`src/rtl/pong_pkg.sv`:
```
// rtl/pong_pkg.sv - shared ball velocity types, constants and segment table (BALL_VEL_STEEP_EN)
package pong_pkg;

  typedef logic signed [3:0] vel_t;

  localparam int VEL_NEUTRAL = 8;

  // Snapshot presented to the ball vertical counter each line.
  typedef struct packed {
    vel_t       vel;
    logic [3:0] nib;
  } vel_out_t;

  // Outer paddle segments give the steepest angle; upper half of the paddle sends the ball up.
  function automatic vel_t seg_to_vel(input logic [2:0] seg);
    vel_t mag;
    case (seg)
      3'd0, 3'd7: begin
`ifdef BALL_VEL_STEEP_EN
        mag = 4'sd4;
`else
        mag = 4'sd3;
`endif
      end
      3'd1, 3'd6: mag = 4'sd2;
      3'd2, 3'd5: mag = 4'sd1;
      default:    mag = 4'sd0;
    endcase
    return seg[2] ? mag : -mag;
  endfunction

endpackage

```
`src/rtl/ball_vertical_velocity_if.sv`:
```
// rtl/ball_vertical_velocity_if.sv - video timing, hit and velocity nibble signals of the ball velocity block
interface ball_vertical_velocity_if;
  import pong_pkg::*;

  logic       _hsync;
  logic       _vblank;
  logic       vvid;
  logic       vtop;
  logic       hit;
  logic [2:0] pseg;
  logic       serve;
  logic       ab;
  logic       bb;
  logic       cb;
  logic       db;
  vel_t       vel;

  modport master (
    output _hsync, _vblank, vvid, vtop, hit, pseg, serve,
    input  ab, bb, cb, db, vel
  );

  modport slave (
    input  _hsync, _vblank, vvid, vtop, hit, pseg, serve,
    output ab, bb, cb, db, vel
  );

endinterface

```
`src/rtl/edge_detect.sv`:
```
// rtl/edge_detect.sv - registered level sampler producing a one-clock rise or fall pulse
module edge_detect #(
  parameter bit RISE = 1'b1
) (
  input  logic clk,
  input  logic rst_n,
  input  logic sig_i,
  output logic pulse_o
);

  logic [1:0] hist_q;

  always_ff @(posedge clk or negedge rst_n) begin
    if (!rst_n) begin
      hist_q <= 2'b00;
    end else begin
      hist_q <= {hist_q[0], sig_i};
    end
  end

  // hist_q[0] is the newest sample, hist_q[1] the one before it.
  assign pulse_o = RISE ? (hist_q[0] & ~hist_q[1]) : (~hist_q[0] & hist_q[1]);

endmodule

```
`src/rtl/ball_vertical_velocity.sv`:
```
// rtl/ball_vertical_velocity.sv - ball vertical velocity: paddle angle, wall bounce, per-line load nibble (BALL_VEL_STEEP_EN)
module ball_vertical_velocity
  import pong_pkg::*;
#(
  parameter int VEL_NEUTRAL = pong_pkg::VEL_NEUTRAL
) (
  input  logic                      clk,
  input  logic                      _reset,
  ball_vertical_velocity_if.slave   bus
);

  logic     hit_rise;
  logic     line_tick;
  logic     wall;
  logic     pend_neg;
  logic     pend_pos;
  vel_t     pend_vel_q, pend_vel_d;
  vel_out_t out_q, out_d;

  edge_detect #(.RISE(1'b1)) u_hit_edge (
    .clk     (clk),
    .rst_n   (_reset),
    .sig_i   (bus.hit),
    .pulse_o (hit_rise)
  );

  edge_detect #(.RISE(1'b0)) u_hsync_edge (
    .clk     (clk),
    .rst_n   (_reset),
    .sig_i   (bus._hsync),
    .pulse_o (line_tick)
  );

  assign wall     = bus.vvid & ~bus._vblank;
  assign pend_neg = pend_vel_q[3];
  assign pend_pos = ~pend_vel_q[3] & (pend_vel_q != 4'sd0);

  // Reversal only when moving toward the wall being touched, so a long stay in blank flips once.
  always_comb begin
    pend_vel_d = pend_vel_q;
    if (bus.serve) begin
      pend_vel_d = 4'sd0;
    end else if (hit_rise) begin
      pend_vel_d = seg_to_vel(bus.pseg);
    end else if (wall && bus.vtop && pend_neg) begin
      pend_vel_d = -pend_vel_q;
    end else if (wall && !bus.vtop && pend_pos) begin
      pend_vel_d = -pend_vel_q;
    end
  end

  // Outputs move only at a line boundary so the vertical counter never reloads mid-line.
  always_comb begin
    out_d = out_q;
    if (line_tick) begin
      out_d.vel = pend_vel_q;
      out_d.nib = 4'(VEL_NEUTRAL) + $unsigned(pend_vel_q);
    end
  end

  always_ff @(posedge clk or negedge _reset) begin
    if (!_reset) begin
      pend_vel_q <= 4'sd0;
      out_q.vel  <= 4'sd0;
      out_q.nib  <= 4'(VEL_NEUTRAL);
    end else begin
      pend_vel_q <= pend_vel_d;
      out_q      <= out_d;
    end
  end

  assign {bus.db, bus.cb, bus.bb, bus.ab} = out_q.nib;
  assign bus.vel                          = out_q.vel;

endmodule

```
`src/flat_wrapper.sv`:
```
// flat-port wrapper written by rule: the top's interface ports become plain ports
module ball_vertical_velocity_flat import pong_pkg::*;
#(
  parameter int VEL_NEUTRAL = pong_pkg::VEL_NEUTRAL
)
  (clk, _reset, bus__hsync, bus__vblank, bus_vvid, bus_vtop, bus_hit, bus_pseg, bus_serve, bus_ab, bus_bb, bus_cb, bus_db, bus_vel);
  ball_vertical_velocity_if bus_i ();
  input  logic clk;
  input  logic _reset;
  input wire logic [$bits(bus_i._hsync)-1:0] bus__hsync;
  input wire logic [$bits(bus_i._vblank)-1:0] bus__vblank;
  input wire logic [$bits(bus_i.vvid)-1:0] bus_vvid;
  input wire logic [$bits(bus_i.vtop)-1:0] bus_vtop;
  input wire logic [$bits(bus_i.hit)-1:0] bus_hit;
  input wire logic [$bits(bus_i.pseg)-1:0] bus_pseg;
  input wire logic [$bits(bus_i.serve)-1:0] bus_serve;
  output wire logic [$bits(bus_i.ab)-1:0] bus_ab;
  output wire logic [$bits(bus_i.bb)-1:0] bus_bb;
  output wire logic [$bits(bus_i.cb)-1:0] bus_cb;
  output wire logic [$bits(bus_i.db)-1:0] bus_db;
  output wire logic [$bits(bus_i.vel)-1:0] bus_vel;
  assign bus_i._hsync = bus__hsync;
  assign bus_i._vblank = bus__vblank;
  assign bus_i.vvid = bus_vvid;
  assign bus_i.vtop = bus_vtop;
  assign bus_i.hit = bus_hit;
  assign bus_i.pseg = bus_pseg;
  assign bus_i.serve = bus_serve;
  assign bus_ab = bus_i.ab;
  assign bus_bb = bus_i.bb;
  assign bus_cb = bus_i.cb;
  assign bus_db = bus_i.db;
  assign bus_vel = bus_i.vel;
  ball_vertical_velocity #(.VEL_NEUTRAL(VEL_NEUTRAL)) u_core (.clk(clk), ._reset(_reset), .bus(bus_i));
endmodule
```
`config.mk`:
```
export PLATFORM = sky130hd
export DESIGN_NAME = ball_vertical_velocity_flat
export DESIGN_NICKNAME = d
export VERILOG_FILES = /design/src/rtl/pong_pkg.sv /design/src/rtl/ball_vertical_velocity_if.sv /design/src/rtl/edge_detect.sv /design/src/rtl/ball_vertical_velocity.sv /design/src/flat_wrapper.sv
export SDC_FILE = /design/constraint.sdc
export NUM_CORES = 1
export LEC_CHECK = 0
export ABC_AREA = 1
export CAP_MARGIN = 20
export CORE_MARGIN = 3
export CORE_UTILIZATION = 30
export DETAILED_ROUTE_END_ITERATION = 6
export GPL_ROUTABILITY_DRIVEN = 0
export PLACE_DENSITY = 0.53
export SLEW_MARGIN = 40
export SYNTH_ARGS = -nofsm -noshare
export SYNTH_HDL_FRONTEND = slang
export SYNTH_SLANG_ARGS = --single-unit
```
`constraint.sdc`:
```
create_clock -name clk -period 1.5 [get_ports clk]
set_input_delay 0.45 -clock clk [delete_from_list [all_inputs] [get_ports clk]]
set_output_delay 0.45 -clock clk [all_outputs]
set_load 0.05 [all_outputs]
```
==> metrics, run 1 <==
status complete, no violations; final setup skew 0.002469 ns; critical path's slowest cell dfstp_2; fraction of layout cells with a size suffix above 1 a little over a fifth; WP buf/inv 1; peak supply drop between 300 and 400 uV; RSZ-0062 raised after global routing false; fin crit share between 90% and 100%; global-route wire length before repair about 2100 um; Final #Nets roughly 120; clock tree buffer depth 2; Initial Utilization between 30 and 40%; clock sink count 13; CTS clk-pin slew, worst paths 0.07 ns; Final HPWL DP roughly 1000 um; worst hold path class reg2reg; delay of the slowest critical-path stage 0.56 ns; number of violations reported at the end of detailed-routing iteration 0 8; post-synthesis sequential area ratio 49.25%; port bufs 18; crit start category register; Area after DPL 964.7 um2; Core Box Area between 2000 and 2500 um2; Die Wd 53.02 um; post-synthesis cell count 81; total track usage about a tenth; crit path max fanout 2; total grt overflow 0; CP Capture Type output pin; H-tree Lvls 1; Yosys warning count 0; ANT nets after route 0; Mean Syn Cell Area approximately 8.2 um2; Fin. Hold Viols 0; Fin Hold WS approximately 0.38 ns; Fmax around 0.7 GHz; largest net degree at the start of global routing 14; final-report setup violation count 0; drt total wl 1195 um; wire per inst just over 9 um; die area between 2000 and 3000 um2; drt pass-1 iters 3; pre-CTS setup slack -0.4055 ns; kind of critical path reg2out; via count roughly 540; number of max-cap violations 0; delay-heaviest family, CP flip-flops; Synthesized Nets between 90 and 100; TritonCTS buffer count 3; P_leak 0.0004897 uW; final instance area between 900 and 1000 um2; final core occ 48.82%; CTS tree built; # IOs 19; Worst EP arrival ~0.96 ns; site row count 16; area of the mapped netlist around 660 um2; Cell Pwr Density roughly 1100 nW/um2; antenna violations before repair 0; synthesized flop and latch total 13; CTS root buffer clkbuf_4; placed cell count about 130; fin cells 131; Slew HR a little under nine tenths; fin crit period approximately 1.4 ns; WP data required 1.05 ns; ANT cells 0; Slew @ Worst Pin about 0.22 ns; # fillers between 200 and 250; vias in the first global route 537; Syn-to-layout area delta 48.87%; Worst-Skew Late Latency 0.26 ns; crit path cell chain buf_12; unique cell type count in the Yosys netlist 18; residual DRC count 0; chip height about 53 um; final setup margin between 0.08 and 0.09 ns; final slew viol count 0; vias per inst between 4 and 5
[stage by stage]
stage / power, uW / TNS [ns]
after floorplan: 692.1 / 0
after global placement: 904.0 / -0.8665
after detailed placement: 911.4 / -0.9780
after CTS: 1128 / 0
after global routing: 1169 / 0
final: 1100 / 0
[synthesized netlist by cell type, drive strengths merged]
| cell | number | share of area [%] |
|---|---|---|
| a21oi | 1 | 0.75 |
| and2 | 1 | 0.94 |
| buf | 3 | 3.4 |
| clkinv | 1 | 0.57 |
| dfrtp | 12 | 45 |
| dfstp | 1 | 4.0 |
| ha | 2 | 3.8 |
| inv | 11 | 6.2 |
| nand2 | 23 | 14 |
| nand3 | 6 | 5.3 |
| nor2 | 9 | 6.2 |
| o21ai | 9 | 6.8 |
| xor2 | 2 | 2.6 |
[state kept, by name, indices dropped and copies added (netlist names)]
name,cells
u_core.bus.cb,1
u_core.u_hsync_edge.hist_q,2
u_core.bus.bb,1
u_core.bus.ab,1
u_core.u_hit_edge.hist_q,2
u_core.bus.vel,1
u_core.pend_vel_q,4
u_core.bus.db,1
[metal layers]
| layer | share of wire [%] | track usage, % | up-vias |
|---|---|---|---|
| met3 | 5.7 | 1.690 | 2 |
| met2 | 47 | 17.56 | 14 |
| li1 | - | - | 299 |
| met1 | 45 | 11.50 | 228 |
| met5 | 0 | 0 | - |
| met4 | 1.9 | 6.383 | 0 |
[report_power, final]
part	internal (uW)	switching [uW]
logic	211	233
registers	397	53.4
clock network	103	103
[path summary, 6_finish.rpt]
path | slack, ns | cells past startpoint | endpoint | from
worst max-delay path | 0.09 | 1 | bus_db | u_core.bus.db$_DFFE_PN1P_
worst min-delay path | 0.38 | 0 | u_core.u_hit_edge.hist_q[1]$_DFF_PN0_ | u_core.u_hit_edge.hist_q[0]$_DFF_PN0_
worst max register to register | 0.28 | 9 | u_core.pend_vel_q[2]$_DFFE_PN0P_ | u_core.pend_vel_q[0]$_DFFE_PN0P_
worst min register to register | 0.38 | 0 | u_core.u_hit_edge.hist_q[1]$_DFF_PN0_ | u_core.u_hit_edge.hist_q[0]$_DFF_PN0_
max in group asynchronous | 0.78 | 2 | u_core.bus.db$_DFFE_PN1P_ | _reset
min in group asynchronous | 0.49 | 2 | u_core.bus.vel[3]$_DFFE_PN0P_ | _reset
[logic make-up after synthesis]
family	count (synthesis)	share of synthesized area [%]
adder cells (fa/ha/maj)	2	3.773
AND/OR/NAND/NOR	39	26.60
flip-flops	13	49.25
AO/OA/AOI/OAI	10	7.546
buffers and inverters	15	10.19
XOR/XNOR	2	2.642
[cells in the final DEF (no fill, tap or decap)]
cell type / n
ha_1: 2
nand3_2: 1
clkbuf_4: 3
nand3_1: 5
dfrtp_1: 12
clkdlybuf4s50_1: 7
buf_4: 4
clkinv_1: 1
inv_1: 10
nand2_1: 20
a21oi_1: 1
and2_1: 1
xor2_1: 2
dfstp_2: 1
nor2_1: 8
nor2_4: 1
o21ai_1: 1
nand2_2: 3
buf_12: 8
o21ai_0: 8
dlygate4sd2_1: 3
clkbuf_1: 1
inv_2: 1
[timing repair]
action,4_1_cts,5_1_grt
endpoints found under the setup margin,2,0
hold buffers,0,0
resized for setup,3,0
buffers inserted,0,0
[cell type report]
cell class	count	area [um2]	share of cell area (%)
Multi-Input combinational cell	53	269.0	27.25
Inverter	12	45.04	4.563
Tap cell	27	33.78	3.422
Clock buffer	4	26.28	2.662
Timing Repair Buffer	22	286.5	29.02
Sequential cell	13	326.6	33.08
Note: power is estimated with default switching activity, not from simulation.
==> inputs of run 2 (changes only) <==
Settings changed: ABC_CLOCK_PERIOD_IN_PS from default to 1500, CTS_BUF_LIST from default to sky130_fd_sc_hd__clkbuf_8, SKIP_CTS_REPAIR_TIMING from default to 1.
==> run 2 against run 1 <==
Net effect:
- critical path depth is the same
- combinational power up 0.9%
- clock skew fell by 0.00060 ns
- setup slack improved by 0.033 ns
- via count is 0.55% higher
- routed wire length rose by 2.0%
- cell area up 3.8%
- flip-flop and latch count did not move
- sequential power barely moved
- total power rose by 9.0%
- sequential share of layout area decreased by 1.2 points
- first-iteration DRC count unchanged
==> metrics, run 2 (same netlist as run 1, synthesis figures left out) <==
status complete, no violations (unchanged); port bufs 18 (unchanged); hold depth 0 (unchanged); CP Capture Type output pin (unchanged); die area 2811 um2 (unchanged); CTS tree built (unchanged); H-tree Lvls 1 (unchanged); final-report setup violation count 0 (unchanged); # IOs 19 (unchanged); drt total wl 1219 um (was 1195 um); reg2reg start u_core.pend_vel_q[0]$_DFFE_PN0P_ (unchanged); Final HPWL DP 992.7 um (unchanged); antenna violations before repair 0 (unchanged); Final #Nets 118 (unchanged); ANT nets after route 0 (unchanged); clock tree buffer depth 2 (unchanged); total grt overflow 0 (unchanged); Worst EP arrival 0.93 ns (was 0.96 ns); Slew HR 85.31% (was 85.01%); CTS root buffer clkbuf_8 (was clkbuf_4); pre-CTS setup slack -0.4055 ns (unchanged); final slew viol count 0 (unchanged); critical path's slowest cell dfstp_2 (unchanged); delay-heaviest family, CP flip-flops (unchanged); wire per inst 9.305 um (was 9.122 um); Fin Hold WS 0.3735 ns (was 0.3781 ns); WP buf/inv 1 (unchanged); commonest non-fill, non-tap cell in the layout nand2_1 (unchanged); P_leak 0.0005258 uW (was 0.0004897 uW); Fin. Hold Viols 0 (unchanged); ANT cells 0 (unchanged); WP data required 1.05 ns (about the same); delay of the slowest critical-path stage 0.55 ns (was 0.56 ns); clock sink count 13 (unchanged); final setup margin 0.1203 ns (was 0.08685 ns); chip height 53.02 um (unchanged); Worst R2R End u_core.pend_vel_q[2]$_DFFE_PN0P_ (unchanged); largest net degree at the start of global routing 14 (unchanged); kind of critical path reg2out (unchanged); Largest register FFs 4 (unchanged); via count 546 (was 543); residual DRC count 0 (unchanged); reg2reg setup slack 0.28 ns (about the same); number of violations reported at the end of detailed-routing iteration 0 8 (unchanged); global-route wire length before repair 2111 um (was 2076 um); Core Box Area 2022 um2 (unchanged); vias per inst 4.168 (was 4.145); fin crit period 1.380 ns (was 1.413 ns); drt pass-1 iters 3 (unchanged); CTS clk-pin slew, worst paths 0.05 ns (was 0.07 ns); hold worst-path end u_core.u_hit_edge.hist_q[1]$_DFF_PN0_ (unchanged); Hold Crit Start u_core.u_hit_edge.hist_q[0]$_DFF_PN0_ (unchanged); top flop regs u_core.pend_vel_q x4, u_core.u_hit_edge.hist_q x2, u_core.u_hsync_edge.hist_q x2 (unchanged); site row count 16 (unchanged); Syn-to-layout area delta 54.53% (was 48.87%); crit path cell chain buf_12 (unchanged); Cell Pwr Density 1171 nW/um2 (was 1115 nW/um2); crit start category register (unchanged); Slew @ Worst Pin 0.2190 ns (was 0.2234 ns); commonest cells after routing, fill and taps aside nand2_1 (20), dfrtp_1 (12), inv_1 (11) (was nand2_1 (20), dfrtp_1 (12), inv_1 (10)); TritonCTS buffer count 3 (unchanged); Fmax 0.7248 GHz (was 0.7076 GHz); Biggest register u_core.pend_vel_q (unchanged); RSZ-0062 raised after global routing false (unchanged); peak supply drop 630.8 uV (was 374.1 uV); Initial Utilization 32.80% (unchanged); Worst Reg-to-Reg Cells 9 (unchanged); fin crit share 91.98% (was 94.21%); number of max-cap violations 0 (unchanged); Die Wd 53.02 um (unchanged); Worst-Skew Late Latency 0.24 ns (was 0.26 ns); worst hold path class reg2reg (unchanged); fraction of layout cells with a size suffix above 1 22.12% (was 21.15%); crit path max fanout 2 (unchanged); final setup skew 0.001864 ns (was 0.002469 ns); total track usage 10.59% (was 10.18%); vias in the first global route 531 (was 537)
==> run 2: cell types whose count changed in the layout (fill, tap and decap cells not counted), moves of 3 or more <==
cell / previous run / this run
clkbuf_4: 3 / 0
clkbuf_8: 0 / 3
dlygate4sd2_1: 3 / 0
dlymetal6s2s_1: 0 / 3
==> run 2: final cells by class <==
type	count	area, um2
multi-input cells	53	276.5
repair buffers	22	297.8
flip-flops and latches	13	326.6
fillers	203	997.2
well taps	27	33.78
inverters	12	45.04
clock buffers	3	41.29
clock inverters	1	3.754
==> run 2: per-stage QoR <==
step / power [uW] / TNS [ns] / area, um2 / instances / util, %
2_1_floorplan: 692.1 / 0 / 663.1 / 81 / -
3_3_place_gp: 904.0 / -0.8665 / 964.7 / 127 / 47.71
3_5_place_dp: 911.4 / -0.9780 / 964.7 / 127 / 47.71
4_1_cts: 1218 / -0.2164 / 1010 / 131 / 49.94
5_1_grt: 1264 / 0 / 1025 / 131 / 50.68
6_report: 1199 / 0 / 1025 / 131 / 50.68
==> run 2: report_power, final <==
part	internal, uW	switching (uW)
registers	398	53.5
clock network	180	119
logic	215	234
==> run 2: routing by layer <==
layer  global-route usage (%)  part of all wire [%]
met1                    11.50                    44
met2                    17.77                    46
met3                    1.690                   5.8
met4                    8.936                   4.0
met5                        0                     0
==> run 2: how the worst max path moves through the flow <==
stage	to	startpoint	slack [ns]	depth (start not counted)
finish	bus_db	u_core.bus.db$_DFFE_PN1P_	0.12	1
global route	bus_db	u_core.bus.db$_DFFE_PN1P_	0.10	1
CTS	u_core.pend_vel_q[1]$_DFFE_PN0P_	bus_pseg[2]	-0.15	9
detailed placement	u_core.pend_vel_q[1]$_DFFE_PN0P_	bus_pseg[2]	-0.41	9
global placement	u_core.pend_vel_q[1]$_DFFE_PN0P_	bus_pseg[2]	-0.36	9
floorplan	bus_vel[0]	u_core.bus.ab$_DFFE_PN0P_	0.15	1
